===== src/rtl/clk_div_prog.sv =====
// Multi-channel programmable clock divider: per-channel ratio, run enable,
// deferred ratio reload at period wrap, and a global phase-align strobe.
module clk_div_prog #(
  parameter int unsigned NCH     = 4,
  parameter int unsigned CW      = 8,
  parameter int unsigned DEF_DIV = 2
) (
  input  logic              clk,
  input  logic              reset,
  input  logic [NCH-1:0]    en,
  input  logic [NCH-1:0]    load,
  input  logic [NCH*CW-1:0] div_ratio,
  input  logic              sync_start,
  output logic [NCH-1:0]    clk_out,
  output logic [NCH-1:0]    tick,
  output logic [NCH-1:0]    cfg_err
);

  localparam logic [CW-1:0] DEF_RATIO = CW'(DEF_DIV);
  localparam logic [CW-1:0] MIN_RATIO = CW'(2);

  logic [CW-1:0] n_q     [NCH];
  logic [CW-1:0] p_q     [NCH];
  logic [CW-1:0] cnt_q   [NCH];
  logic [NCH-1:0] active_q;

  logic [CW-1:0] req     [NCH];
  logic [CW-1:0] ld_val  [NCH];
  logic [CW-1:0] cnt_inc [NCH];
  logic [CW:0]   high    [NCH];
  logic [NCH-1:0] bad;
  logic [NCH-1:0] wrap;

  always_comb begin
    for (int unsigned i = 0; i < NCH; i++) begin
      req[i]     = div_ratio[i*CW +: CW];
      bad[i]     = req[i] < MIN_RATIO;
      ld_val[i]  = bad[i] ? MIN_RATIO : req[i];
      cnt_inc[i] = cnt_q[i] + CW'(1);
      // high time computed one bit wider so N = 2^CW-1 does not overflow
      high[i]    = ({1'b0, n_q[i]} + (CW+1)'(1)) >> 1;
      wrap[i]    = cnt_q[i] == (n_q[i] - CW'(1));
    end
  end

  always_ff @(posedge clk or negedge reset) begin
    if (!reset) begin
      for (int unsigned i = 0; i < NCH; i++) begin
        n_q[i]   <= DEF_RATIO;
        p_q[i]   <= DEF_RATIO;
        cnt_q[i] <= '0;
      end
      active_q <= '0;
      clk_out  <= '0;
      tick     <= '0;
      cfg_err  <= '0;
    end else begin
      for (int unsigned i = 0; i < NCH; i++) begin
        // an idle (or stopping) channel takes a new ratio immediately;
        // a running one only stages it for the next wrap
        if (load[i]) begin
          cfg_err[i] <= bad[i];
          p_q[i]     <= ld_val[i];
          if (!active_q[i] || !en[i])
            n_q[i] <= ld_val[i];
        end

        if (!en[i]) begin
          active_q[i] <= 1'b0;
          cnt_q[i]    <= '0;
          clk_out[i]  <= 1'b0;
          tick[i]     <= 1'b0;
        end else if (!active_q[i]) begin
          active_q[i] <= 1'b1;
          cnt_q[i]    <= '0;
          clk_out[i]  <= 1'b1;
          tick[i]     <= 1'b1;
        end else if (sync_start || wrap[i]) begin
          // reads the pre-edge pending ratio, so a load on this edge waits a period
          n_q[i]     <= p_q[i];
          cnt_q[i]   <= '0;
          clk_out[i] <= 1'b1;
          tick[i]    <= 1'b1;
        end else begin
          cnt_q[i]   <= cnt_inc[i];
          clk_out[i] <= {1'b0, cnt_inc[i]} < high[i];
          tick[i]    <= 1'b0;
        end
      end
    end
  end

endmodule


===== config.mk =====
export PLATFORM = sky130hd
export DESIGN_NAME = clk_div_prog
export DESIGN_NICKNAME = d
export VERILOG_FILES = /design/src/rtl/clk_div_prog.sv
export SDC_FILE = /design/constraint.sdc
export NUM_CORES = 1
export LEC_CHECK = 0
export ABC_AREA = 1
export ABC_CLOCK_PERIOD_IN_PS = 2550
export CAP_MARGIN = 20
export CORE_MARGIN = 4
export CORE_UTILIZATION = 60
export CTS_CLUSTER_SIZE = 20
export DETAILED_ROUTE_END_ITERATION = 10
export PLACE_DENSITY = 0.81
export SETUP_SLACK_MARGIN = 0.4
export SLEW_MARGIN = 20
export SYNTH_ARGS = -nofsm -noshare
export SYNTH_HDL_FRONTEND = slang
export SYNTH_SLANG_ARGS = --single-unit

===== constraint.sdc =====
create_clock -name clk -period 2.55 [get_ports clk]
set_input_delay 0.765 -clock clk [delete_from_list [all_inputs] [get_ports clk]]
set_output_delay 0.765 -clock clk [all_outputs]
set_load 0.05 [all_outputs]

# Word level (Yosys, flattened, before mapping)
# Cells that the tools add are included.
totals:
  output_inout_bits: 12
  input_bits: 43
  reg_bits: 112
op_classes:
  reduce_logical: 16
  addsub: 12
  order_cmp: 8
  mux: 64
  n_eq_ne: 4
ops:
  columns: ["op", "n"]
  rows:
  - ["$mux W8", 36]
  - ["$add A8 B1 Y9 const B", 4]
  - ["$add A8 B1 Y8 const B", 4]
  - ["$eq A8 B8 Y1", 4]
  - ["$lt A8 B2 Y1 const B", 4]
  - ["$lt A8 B8 Y1", 4]
  - ["$sub A8 B1 Y8 const B", 4]
  - ["$mux W1", 28]
  - ["$logic_not A1 Y1", 8]
  - ["$logic_or A1 B1 Y1", 8]

# Depth between registers and ports, before layout
# Gate-level depths: netlist (run 1).
logic_depth:
  word_depth: 7
  ltp_mapped: 15
  depth_no_buf: 15

# Least setup slack after synthesis (run 1)
# Ideal clock, no wire load.
synth_timing:
  path_kind: "flip-flop to flip-flop"
  startpoint: "register n_q[17] in the netlist's numbering"
  endpoint: "register clk_out[1]"
  setup_slack_ps: 588
  required_ps: 2428
  n_path_buf: 0
  arrival_time_ps: 1840
  path_stages_with_launch: 12
  path_cell_list: "dfstp_2 -> inv_1 -> nor3_1 -> nand3_1 -> nor3_1 -> xnor2_1 -> ha_1 -> nand2_1 -> inv_1 -> nand4_1 -> o2111ai_1 -> nand2_1"
synth_between:
  elab_chain_cells: 6
  word_cells_on_any_way: 8
synth_rtl:
  columns: ["item", "line", "text"]
  rows:
  - ["from (decl)", "22", "logic [CW-1:0] n_q [NCH];"]
  - ["from (signal, indexed assignment)", "65", "n_q[i] <= ld_val[i];"]
  - ["from (signal, indexed assignment)", "80", "n_q[i] <= p_q[i];"]
  - ["branches (longest 3 deep; another with $add A8 B1 Y9)", null, null]
  - ["$mux W1 (*)", "78", "end else if (sync_start || wrap[i]) begin"]
  - ["$mux W1 (*)", "73", "end else if (!active_q[i]) begin"]
  - ["$mux W1 (*)", "68", "if (!en[i]) begin"]
  - ["to (signal, indexed assignment)", "86", "clk_out[i] <= {1'b0, cnt_inc[i]} < high[i];"]
  - ["to (decl)", "14", "output logic [NCH-1:0] clk_out,"]
# Every way passes the cells marked *.
# A chain may end at the register's enable or synchronous reset.

# Final worst setup path (run 1)
layout_timing:
  startpoint: "register n_q[9] in the netlist's numbering"
  endpoint: "register clk_out[2]"
# Same word-level chain as after synthesis.

==> results.ini, run 1 <==
[run_status]
status=complete, no violations

[power_and_ir_drop]
switching_share_pct=33.2
total_power_uw=4830
ir_worst_vdd_mv=0.542
p_comb_share_pct=25.7
p_sw_uw=1600
total_leakage_power_uw=0.00464
p_clk_share_pct=30.2
power_density_nw_per_um2=543
seqPwrFrac_pct=44.1
internal_power_uw=3230

[finish]
fin_area_sq_um=8900
final_cell_mix=nand2_1, inv_1, dfrtp_1
final_common_cell=nand2_1
fillCellCount=912
antennaDiodeCount=0
nNetsFinal=1160
drive_gt1_share_pct=14.0
multi_input_comb_area_sq_um=4140
fin_util_pct=74.1
synthToLayoutAreaGrowth_pct=21.4
ff_latch_area_sq_um=2820

[die]
die-area_sq_um=14100
fp-row-count=40
core-area_sq_um=12000
start_util_pct=61.0
ios=55
die_height_microns=119
die_w_microns=119

[place]
post-dp-hpwl_microns=11700
place_area_sq_um=8060
finalWeightedCongestion=0.890
portBuffers=54

[synth]
synth-seq-cells=112
postSynthCellCount=993
synth-edff-count=0
syn-cell-area_sq_um=7330
synth-seq-area-share_pct=38.4
syn_nets=1076
yosysWarnings=0
async_flop_share_pct=100
postSynthAreaPerCell_sq_um=7.38
ys.flop_type=dfrtp_1
synth.distinct_cells=33

[critical_path]
arrival_ps=2420
rr_startpoint=n_q[9]
crit_path_start_kind=register
cp_slowest_cell=dfstp_2
required_ps=2840
r2r-end=clk_out[2]
r2r_setup_slack_ps=430
cpMostUsedCell=nand2_1
crit_path_end_kind=register
crit_type=register to register
cpPeakStageDelay_ps=590
crit_fanout=4
crit_chain=inv_1 -> nor3_4 -> xor2_1 -> ha_1 -> nand2_1 -> o21ai_1 -> a21oi_1 -> nor2_1 -> o21bai_1 -> nand2_1 -> nand2_1
rr_worst_depth=11

[global_routing]
grt_pass1_wl_microns=27300
grt_pass1_vias=6108
grt_max_degree=41
overflow=0
antenna_found_initial=0
grt_usage_pct=23.3

[clock_network]
cts_root_buf=clkbuf_16
hold_buffers=0
clk_latency_ps=350
cts.sinks=112
cts_buffer_depth=2
cts_tree=yes
cts_buffers=9
clkTransAtPathRegs_ps=70
htreeDepth=3

[timing]
finClkSkew_ps=7.44
max_freq_ghz=0.471
hold_viol=0
maxSlewViolCount=0
post-route-period-util_pct=83.2
setup_tns_ps=0
min_period_ps=2120
slew_headroom_pct=63.8
worst_pin_slew_ps=543
rsz0062_at_grt=yes
setup_violations=0

[routing]
wl_per_cell_microns=13.8
wirelength_microns=16900
via_per_inst=5.34
antenna_left=0
firstDrtPassIters=5
drc=0
drtIter0Drc=511
vias=6562

[worst_hold_path]
hold_class=input port to asynchronous set/reset pin

[run]
maxCapViolCount=0

## kinds of logic after synthesis
kind of cell | Yosys count | share of synthesized area, %
XOR/XNOR | 72 | 8.60
flip-flops | 112 | 38.4
multiplexers | 1 | 0.137
AND/OR/NAND/NOR | 520 | 30.7
buffers and inverters | 170 | 9.74
adder cells (fa/ha/maj) | 40 | 6.83
AO/OA/AOI/OAI | 78 | 5.60
## power groups by stage
stage / registers [uW] / clock network, uW / logic [uW]
after floorplan: 2080 / 0 / 808
after global placement: 2130 / 0 / 1050
after detailed placement: 2130 / 0 / 1070
after CTS: 2100 / 1490 / 1110
after global routing: 2150 / 1550 / 1410
final: 2130 / 1460 / 1240
## through the flow
| step | hold slack (ps) | setup slack, ps | std cells |
|---|---|---|---|
| final | 382 | 428 | 1229 |
| after global routing | 410 | 244 | 1229 |
| after CTS | 397 | 401 | 1211 |
| after detailed placement | 460 | 326 | 1187 |
| after global placement | 457 | 363 | 1187 |
| after floorplan | 443 | 588 | 993 |
## synthesized netlist by cell type (3+ instances only)
cell type / instances / area, sq um
ha_1: 40 / 500
nor2_2: 4 / 25.0
clkbuf_1: 7 / 26.3
inv_1: 138 / 518
nor2_4: 3 / 33.8
a31oi_1: 5 / 31.3
nand4_1: 15 / 93.8
o21ai_0: 49 / 245
nand2_1: 292 / 1100
dfrtp_1: 104 / 2600
nor3_1: 35 / 175
buf_6: 8 / 90.1
xnor2_1: 23 / 201
nor2_1: 66 / 248
dfstp_2: 8 / 210
nor4_1: 4 / 25.0
inv_2: 4 / 15.0
buf_2: 11 / 55.1
nand2_2: 8 / 50.1
xor2_1: 49 / 429
a21oi_1: 17 / 85.1
nand3b_1: 4 / 30.0
nand2_4: 3 / 33.8
nand3_1: 82 / 410
## critical path: cells and delay by family (launching register included)
kind | cells | cell delay (ps)
AND/OR/NAND/NOR | 5 | 530
buffers and inverters | 1 | 100
AO/OA/AOI/OAI | 3 | 400
adder cells (fa/ha/maj) | 1 | 260
XOR/XNOR | 1 | 180
flip-flops | 1 | 590
## repair_timing
action,CTS,global route
gates cloned,0,1
pin swaps,3,29
endpoints found under the setup margin,38,55
setup buffers,8,17
resized for setup,20,73
## metal layers
metal  wire length [microns]  GRT usage, %  vias up
met5                       0             0        -
met4                     264          7.39        0
met3                     666          5.12       27
met2                    8490          38.9      148
met1                    7490          30.2     3078
li1                        -             -     3309
## flip-flops by register name, summed over array words and instances (netlist names)
| register | count |
|---|---|
| active_q | 4 |
| cfg_err | 4 |
| clk_out | 4 |
| cnt_q | 32 |
| n_q | 32 |
| p_q | 32 |
| tick | 4 |
## worst max-delay path by stage
stage / from / to / slack [ps] / cells past startpoint
after floorplan: n_q[17] / clk_out[1] / 590 / 11
after global placement: n_q[1] / n_q[7] / 360 / 10
after detailed placement: n_q[1] / n_q[6] / 330 / 14
after CTS: n_q[25] / clk_out[0] / 400 / 10
after global routing: n_q[9] / clk_out[2] / 240 / 11
final: n_q[9] / clk_out[2] / 430 / 11
## area by class of cell
type / instances / share of cell area, %
well taps: 147 / 2.07
multi-input cells: 712 / 46.5
flip-flops and latches: 112 / 31.7
inverters: 142 / 6.02
clock buffers: 10 / 2.69
repair buffers: 100 / 10.3
clock inverters: 6 / 0.773
Note: power is estimated with default switching activity, not from simulation.
==> run 2, diff against run 1 <==
--- a/config.mk
+++ b/config.mk
@@ -6,7 +6,7 @@
 export NUM_CORES = 1
 export LEC_CHECK = 0
 export ABC_AREA = 1
-export ABC_CLOCK_PERIOD_IN_PS = 2550
+export ABC_CLOCK_PERIOD_IN_PS = 2000
 export CAP_MARGIN = 20
 export CORE_MARGIN = 4
 export CORE_UTILIZATION = 60
==> constraint.sdc (replaced) <==
create_clock -name clk -period 2 [get_ports clk]
set_input_delay 0.6 -clock clk [delete_from_list [all_inputs] [get_ports clk]]
set_output_delay 0.6 -clock clk [all_outputs]
set_load 0.05 [all_outputs]
==> run 2 against run 1 <==
  * The flow now finishes with violations (setup timing)
  * Die area is the same
  * Core utilization rose by 8.0 points
  * Flip-flop and latch count is the same
  * Clock power rose by 21%
  * Cell count rose by 3.7%
  * Sequential share of layout area fell by 3.1 points
  * Combinational power rose by 54%
  * Clock skew rose by 1.9 ps
  * Wire length rose by 14%
  * Setup slack got worse by 600 ps
  * Global-route usage up 2.8 points
  * Maximum frequency down 2.3%
  * Critical endpoint is now n_q[15]
  * Highest routed layer unchanged
==> results.ini, run 2 (same netlist as run 1, synthesis figures left out) <==
[timing]
setup_violations=40  ; was 0
min_period_ps=2170  ; was 2120 ps
hold_viol=0  ; unchanged
rsz0062_at_grt=yes  ; unchanged
maxSlewViolCount=0  ; unchanged
setup_tns_ps=-3060  ; was 0 ps
max_freq_ghz=0.461  ; was 0.471 GHz
worst_pin_slew_ps=498  ; was 543 ps
slew_headroom_pct=66.8  ; was 63.8%
layout_setup_ws_ps=-171  ; was 428 ps
holdWs_ps=187  ; was 382 ps
post-route-period-util_pct=109  ; was 83.2%
finClkSkew_ps=9.37  ; was 7.44 ps

[clock_network]
hold_buffers=0  ; unchanged
clk_latency_ps=360  ; was 350 ps
htreeDepth=3  ; unchanged
cts.sinks=112  ; unchanged
cts_buffer_depth=2  ; unchanged
clkTransAtPathRegs_ps=80  ; was 70 ps
cts_tree=yes  ; unchanged
cts_root_buf=clkbuf_16  ; unchanged
cts_buffers=9  ; unchanged

[die]
start_util_pct=61.0  ; unchanged
die_w_microns=119  ; unchanged
die_height_microns=119  ; unchanged
core-area_sq_um=12000  ; unchanged
ios=55  ; unchanged
fp-row-count=40  ; unchanged
die-area_sq_um=14100  ; unchanged

[global_routing]
grt_pass1_vias=6601  ; was 6,108
overflow=0  ; unchanged
grt_pass1_wl_microns=30400  ; was 27,300 microns
antenna_found_initial=0  ; unchanged
grt_usage_pct=26.1  ; was 23.3%
grt_max_degree=34  ; was 41

[power_and_ir_drop]
power_density_nw_per_um2=646  ; was 543 nW/um^2
ir_worst_vdd_mv=0.571  ; was 0.542 mV
p_clk_share_pct=27.7  ; was 30.2%
internal_power_uw=4160  ; was 3230 uW
total_leakage_power_uw=0.00493  ; was 0.00464 uW
seqPwrFrac_pct=42.3  ; was 44.1%
p_sw_uw=2210  ; was 1600 uW
switching_share_pct=34.7  ; was 33.2%
p_comb_share_pct=30.0  ; was 25.7%

[routing]
drc=0  ; unchanged
drtIter0Drc=419  ; was 511
via_per_inst=5.40  ; was 5.34
wirelength_microns=19300  ; was 16,900 microns
firstDrtPassIters=5  ; unchanged
antenna_left=0  ; unchanged
vias=6875  ; was 6,562
wl_per_cell_microns=15.2  ; was 13.8 microns

[finish]
fin_util_pct=82.1  ; was 74.1%
final_cell_mix=nand2_1, inv_1, dfrtp_1  ; unchanged
final_common_cell=nand2_1  ; unchanged
drive_gt1_share_pct=28.0  ; was 14.0%
nNetsFinal=1206  ; was 1,160
layoutNonFillerInstCount=1274  ; was 1,229
synthToLayoutAreaGrowth_pct=34.5  ; was 21.4%
largestRegisters=cnt_q: 32 flops, n_q: 32 flops, p_q: 32 flops  ; unchanged
antennaDiodeCount=0  ; unchanged

[critical_path]
cp_slowest_cell=dfstp_2  ; unchanged
crit_chain=buf_4 -> nor2_2 -> nand2_2 -> nand2_1 -> nand2_1 -> nand2_1 -> nand2_1 -> nor3_2 -> nand2_2 -> buf_4 -> nand2_4 -> nand3_1 -> nand2_1  ; was inv_1 -> nor3_4 -> xor2_1 -> ha_1 -> nand2_1 -> o21ai_1 -> a21oi_1 -> nor2_1 -> o21bai_1 -> nand2_1 -> nand2_1
crit_type=register to register  ; unchanged
crit_fanout=4  ; unchanged
arrival_ps=2470  ; was 2420 ps
crit_path_start_kind=register  ; unchanged
crit_path_end_kind=register  ; unchanged
cpPeakStageDelay_ps=400  ; was 590 ps
cpMostUsedCell=nand2_1  ; unchanged
required_ps=2300  ; was 2840 ps

[place]
portBuffers=54  ; unchanged
post-dp-hpwl_microns=12500  ; was 11,700 microns
finalWeightedCongestion=0.863  ; was 0.890
placed_cells=1235  ; was 1,187

[worst_hold_path]
hold_class=input port to asynchronous set/reset pin  ; unchanged

[run_status]
violations=setup timing
status=finished with violations  ; was complete, no violations

[run]
maxCapViolCount=0  ; unchanged

## run 2: cell types whose count changed in the layout (fill, tap and decap cells not counted), sizes merged
cell	change
inv	+3
dlygate4sd2	-12
bufinv	-1
clkinvlp	-1
clkinv	-2
buf	+58
## run 2: metal layers
metal	global-route usage (%)	wire length (microns)	vias to the layer above
met1	32.7	7930	3232
met3	5.74	1020	44
met4	6.73	456	0
li1	-	-	3394
met5	0	0	-
met2	45.8	9920	205
## run 2: repair_timing
action | CTS | global route
gates resized for setup | 86 | 78
pin swaps | 37 | 37
gates cloned | 0 | 1
endpoints found under the setup margin | 72 | 76
endpoints found under the hold margin | 0 | 0
buffers inserted | 16 | 7
## run 2: worst max-delay path: cells and delay by family (launching register included)
kind,cells,cell delay [ps]
buffers and inverters,2,330
flip-flops,1,400
AND/OR/NAND/NOR,11,1380
## run 2: cell type report
| cell class | instances | area, sq um |
|---|---|---|
| multi-input cells | 712 | 4710 |
| flip-flops and latches | 112 | 2820 |
| fillers | 726 | 2150 |
| repair buffers | 146 | 1330 |
| inverters | 142 | 538 |
| clock buffers | 10 | 239 |
| well taps | 147 | 184 |
| clock inverters | 5 | 40.0 |
## run 2: power by group through the flow
stage,Combinational (uW),Sequential [uW],Clock [uW]
CTS,1740,2670,1770
detailed placement,1600,2700,0
finish,1910,2690,1760
floorplan,1100,2670,0
global route,2120,2720,1890
global placement,1540,2700,0
## run 2: worst paths after layout
kind / from / endpoint / slack [ps] / cells past startpoint
hold reg to reg: p_q[15] / p_q[15] / 480 / 2
setup / recovery: n_q[9] / n_q[15] / -170 / 13
min in group clk: p_q[15] / p_q[15] / 480 / 2
max in group asynchronous: reset / n_q[17] / 1190 / 2
hold / removal: reset / n_q[27] / 190 / 1
setup reg to reg: n_q[9] / n_q[15] / -170 / 13
## run 2: stage by stage
| step | area, sq um | power (uW) | worst slack [ps] |
|---|---|---|---|
| final | 9860 | 6370 | -171 |
| after detailed placement | 8720 | 4300 | -37.9 |
| after global routing | 9860 | 6720 | -291 |
| after global placement | 8720 | 4240 | -4.66 |
| after CTS | 9460 | 6180 | -2.08 |
| after floorplan | 7600 | 3770 | 139 |
==> run 3, diff against run 2 <==
--- a/config.mk
+++ b/config.mk
@@ -7,12 +7,12 @@
 export LEC_CHECK = 0
 export ABC_AREA = 1
 export ABC_CLOCK_PERIOD_IN_PS = 2000
-export CAP_MARGIN = 20
 export CORE_MARGIN = 4
 export CORE_UTILIZATION = 60
 export CTS_CLUSTER_SIZE = 20
 export DETAILED_ROUTE_END_ITERATION = 10
 export PLACE_DENSITY = 0.81
+export RECOVER_POWER = 100
 export SETUP_SLACK_MARGIN = 0.4
 export SLEW_MARGIN = 20
 export SYNTH_ARGS = -nofsm -noshare
==> run 3 against run 2 <==
  * The run still ends with setup timing left
  * Cell count stayed put
  * Core utilization is 0.93 points lower
  * Die area unchanged
  * Maximum frequency fell by 0.74%
  * Clock skew is 1.4 ps higher
  * Wire length is 0.25% lower
  * Register-to-register slack worse by 20 ps
  * Setup slack worse by 16 ps
  * Via count grew 0.35%
  * Flip-flop and latch count is the same
  * Sequential power is essentially flat
  * Hold slack better by 140 ps
==> results.ini, run 3 (same netlist as run 1, synthesis figures left out) <==
[die]
ios=55  ; unchanged
die_height_microns=119  ; unchanged
die-area_sq_um=14100  ; unchanged
start_util_pct=61.0  ; unchanged
core-area_sq_um=12000  ; unchanged
fp-row-count=40  ; unchanged
die_w_microns=119  ; unchanged

[critical_path]
crit_path_end_kind=register  ; unchanged
path_delay_family=simple AND/OR/NAND/NOR gates  ; unchanged
crit_fanout=4  ; unchanged
crit_chain=buf_4 -> nor2_2 -> nand2_2 -> nand2_1 -> nand2_1 -> nand2_1 -> nand2_1 -> nor3_2 -> nand2_2 -> buf_4 -> nand2_4 -> nand3_1 -> nand2_1  ; unchanged
path_buf_inv=2  ; unchanged
cp_slowest_cell=dfstp_2  ; unchanged
rr_worst_depth=13  ; unchanged
required_ps=2300  ; about the same
r2r-end=n_q[15]  ; unchanged
cpPeakStageDelay_ps=400  ; about the same
crit_type=register to register  ; unchanged
arrival_ps=2490  ; was 2470 ps
r2r_setup_slack_ps=-190  ; was -170 ps
rr_startpoint=n_q[9]  ; unchanged
cpMostUsedCell=nand2_1  ; unchanged
crit_path_start_kind=register  ; unchanged

[routing]
vias=6899  ; was 6,875
drc=0  ; unchanged
drtIter0Drc=453  ; was 419
firstDrtPassIters=5  ; unchanged
wirelength_microns=19300  ; about the same
wl_per_cell_microns=15.1  ; was 15.2 microns
via_per_inst=5.42  ; was 5.40
antenna_left=0  ; unchanged

[timing]
rsz0062_at_grt=yes  ; unchanged
maxSlewViolCount=0  ; unchanged
hold_viol=0  ; unchanged
layout_setup_ws_ps=-187  ; was -171 ps
worst_pin_slew_ps=892  ; was 498 ps
min_period_ps=2190  ; was 2170 ps
setup_violations=52  ; was 40
slew_headroom_pct=40.5  ; was 66.8%
post-route-period-util_pct=109  ; about the same
max_freq_ghz=0.457  ; was 0.461 GHz
finClkSkew_ps=10.8  ; was 9.37 ps

[finish]
final_common_cell=nand2_1  ; unchanged
synthToLayoutAreaGrowth_pct=32.9  ; was 34.5%
fin_util_pct=81.1  ; was 82.1%
fin_area_sq_um=9750  ; was 9860 sq um
final_cell_mix=nand2_1, inv_1, dfrtp_1  ; unchanged
antennaDiodeCount=0  ; unchanged
largestRegisters=cnt_q: 32 flops, n_q: 32 flops, p_q: 32 flops  ; unchanged
fillCellCount=754  ; was 726
nNetsFinal=1206  ; unchanged
drive_gt1_share_pct=26.4  ; was 28.0%

[global_routing]
grt_pass1_vias=6601  ; unchanged
antenna_found_initial=0  ; unchanged
grt_usage_pct=26.1  ; unchanged
grt_use_met3_pct=5.74  ; unchanged
use_met2_pct=45.8  ; unchanged
gr-max-usage-layer=met2  ; unchanged
grt_use_met1_pct=32.7  ; unchanged
grt_pass1_wl_microns=30400  ; unchanged
overflow=0  ; unchanged
grt_max_degree=34  ; unchanged

[clock_network]
cts_root_buf=clkbuf_16  ; unchanged
clk_latency_ps=360  ; about the same
cts_tree=yes  ; unchanged
htreeDepth=3  ; unchanged
cts_buffers=9  ; unchanged
cts.sinks=112  ; unchanged
cts_buffer_depth=2  ; unchanged
clkTransAtPathRegs_ps=80  ; about the same

[power_and_ir_drop]
p_clk_share_pct=27.8  ; was 27.7%
seqPwrFrac_pct=42.5  ; was 42.3%
ir_worst_vdd_mv=0.570  ; was 0.571 mV
internal_power_uw=4130  ; was 4160 uW
switching_share_pct=34.8  ; was 34.7%
total_leakage_power_uw=0.00486  ; was 0.00493 uW
power_density_nw_per_um2=649  ; was 646 nW/um^2
p_comb_share_pct=29.7  ; was 30.0%
p_sw_uw=2200  ; was 2210 uW

[place]
place_area_sq_um=8720  ; unchanged
post-dp-hpwl_microns=12500  ; unchanged
portBuffers=54  ; unchanged
finalWeightedCongestion=0.863  ; unchanged

[worst_hold_path]
hold_class=input port to asynchronous set/reset pin  ; unchanged

[run]
maxCapViolCount=0  ; unchanged

[run_status]
violations=setup timing  ; unchanged
status=finished with violations  ; unchanged

==> run 3: changes by cell type in the layout (fill, tap and decap cells not counted), sizes merged <==
cell and delta:
dlygate4sd3 +12, clkbuf +21, buf -21, clkdlybuf4s50 -12
==> run 3: worst max path at each step <==
stage / startpoint / endpoint / slack [ps] / cells after the start
after detailed placement: n_q[9] / clk_out[2] / -40 / 11
after floorplan: n_q[1] / clk_out[3] / 140 / 13
after global placement: div_ratio[30] / n_q[0] / -5 / 7
after global routing: n_q[9] / n_q[8] / -290 / 13
after CTS: n_q[9] / clk_out[2] / -2 / 11
final: n_q[9] / n_q[15] / -190 / 13
==> run 3: cell type report <==
type	count	area, sq um	area share (%)
repair buffers	146	1230	12.6
flip-flops and latches	112	2820	28.9
multi-input cells	712	4700	48.2
inverters	142	538	5.52
well taps	147	184	1.89
clock buffers	10	239	2.45
clock inverters	5	40.0	0.411
==> run 3: power groups by stage <==
stage	Clock [uW]	Combinational, uW	Sequential [uW]
detailed placement	0	1600	2700
CTS	1770	1740	2670
global placement	0	1540	2700
finish	1760	1880	2690
global route	1890	2080	2720
floorplan	0	1100	2670
==> run 3: worst register-to-register path: cells and delay by family, from the launching register on <==
family / cells / cell delay [ps]
simple gates: 11 / 1400
flops: 1 / 400
buf+inv: 2 / 330
==> run 3: what timing repair did <==
action	in CTS	in global routing
resized for setup	86	78
pin swaps	37	37
gates cloned	0	1
buffers inserted	16	7
hold buffers	0	0
hold endpoints to repair	0	0
setup endpoints to repair	72	76
==> run 3: per-layer routing <==
metal / vias up / share of wire [%]
li1: 3390 / -
met1: 3268 / 41
met2: 188 / 52
met3: 53 / 5.1
met4: 0 / 2.9
met5: - / 0
==> run 3: metrics by stage <==
stage	setup slack [ps]	TNS, ps	hold slack, ps	instances	total power [uW]
6_report	-187	-4240	327	1274	6330
5_1_grt	-291	-11200	392	1274	6690
4_1_cts	-2.08	-2.08	203	1266	6180
3_5_place_dp	-37.9	-292	460	1235	4300
3_3_place_gp	-4.66	-6.59	455	1235	4240
2_1_floorplan	139	0	304	993	3770
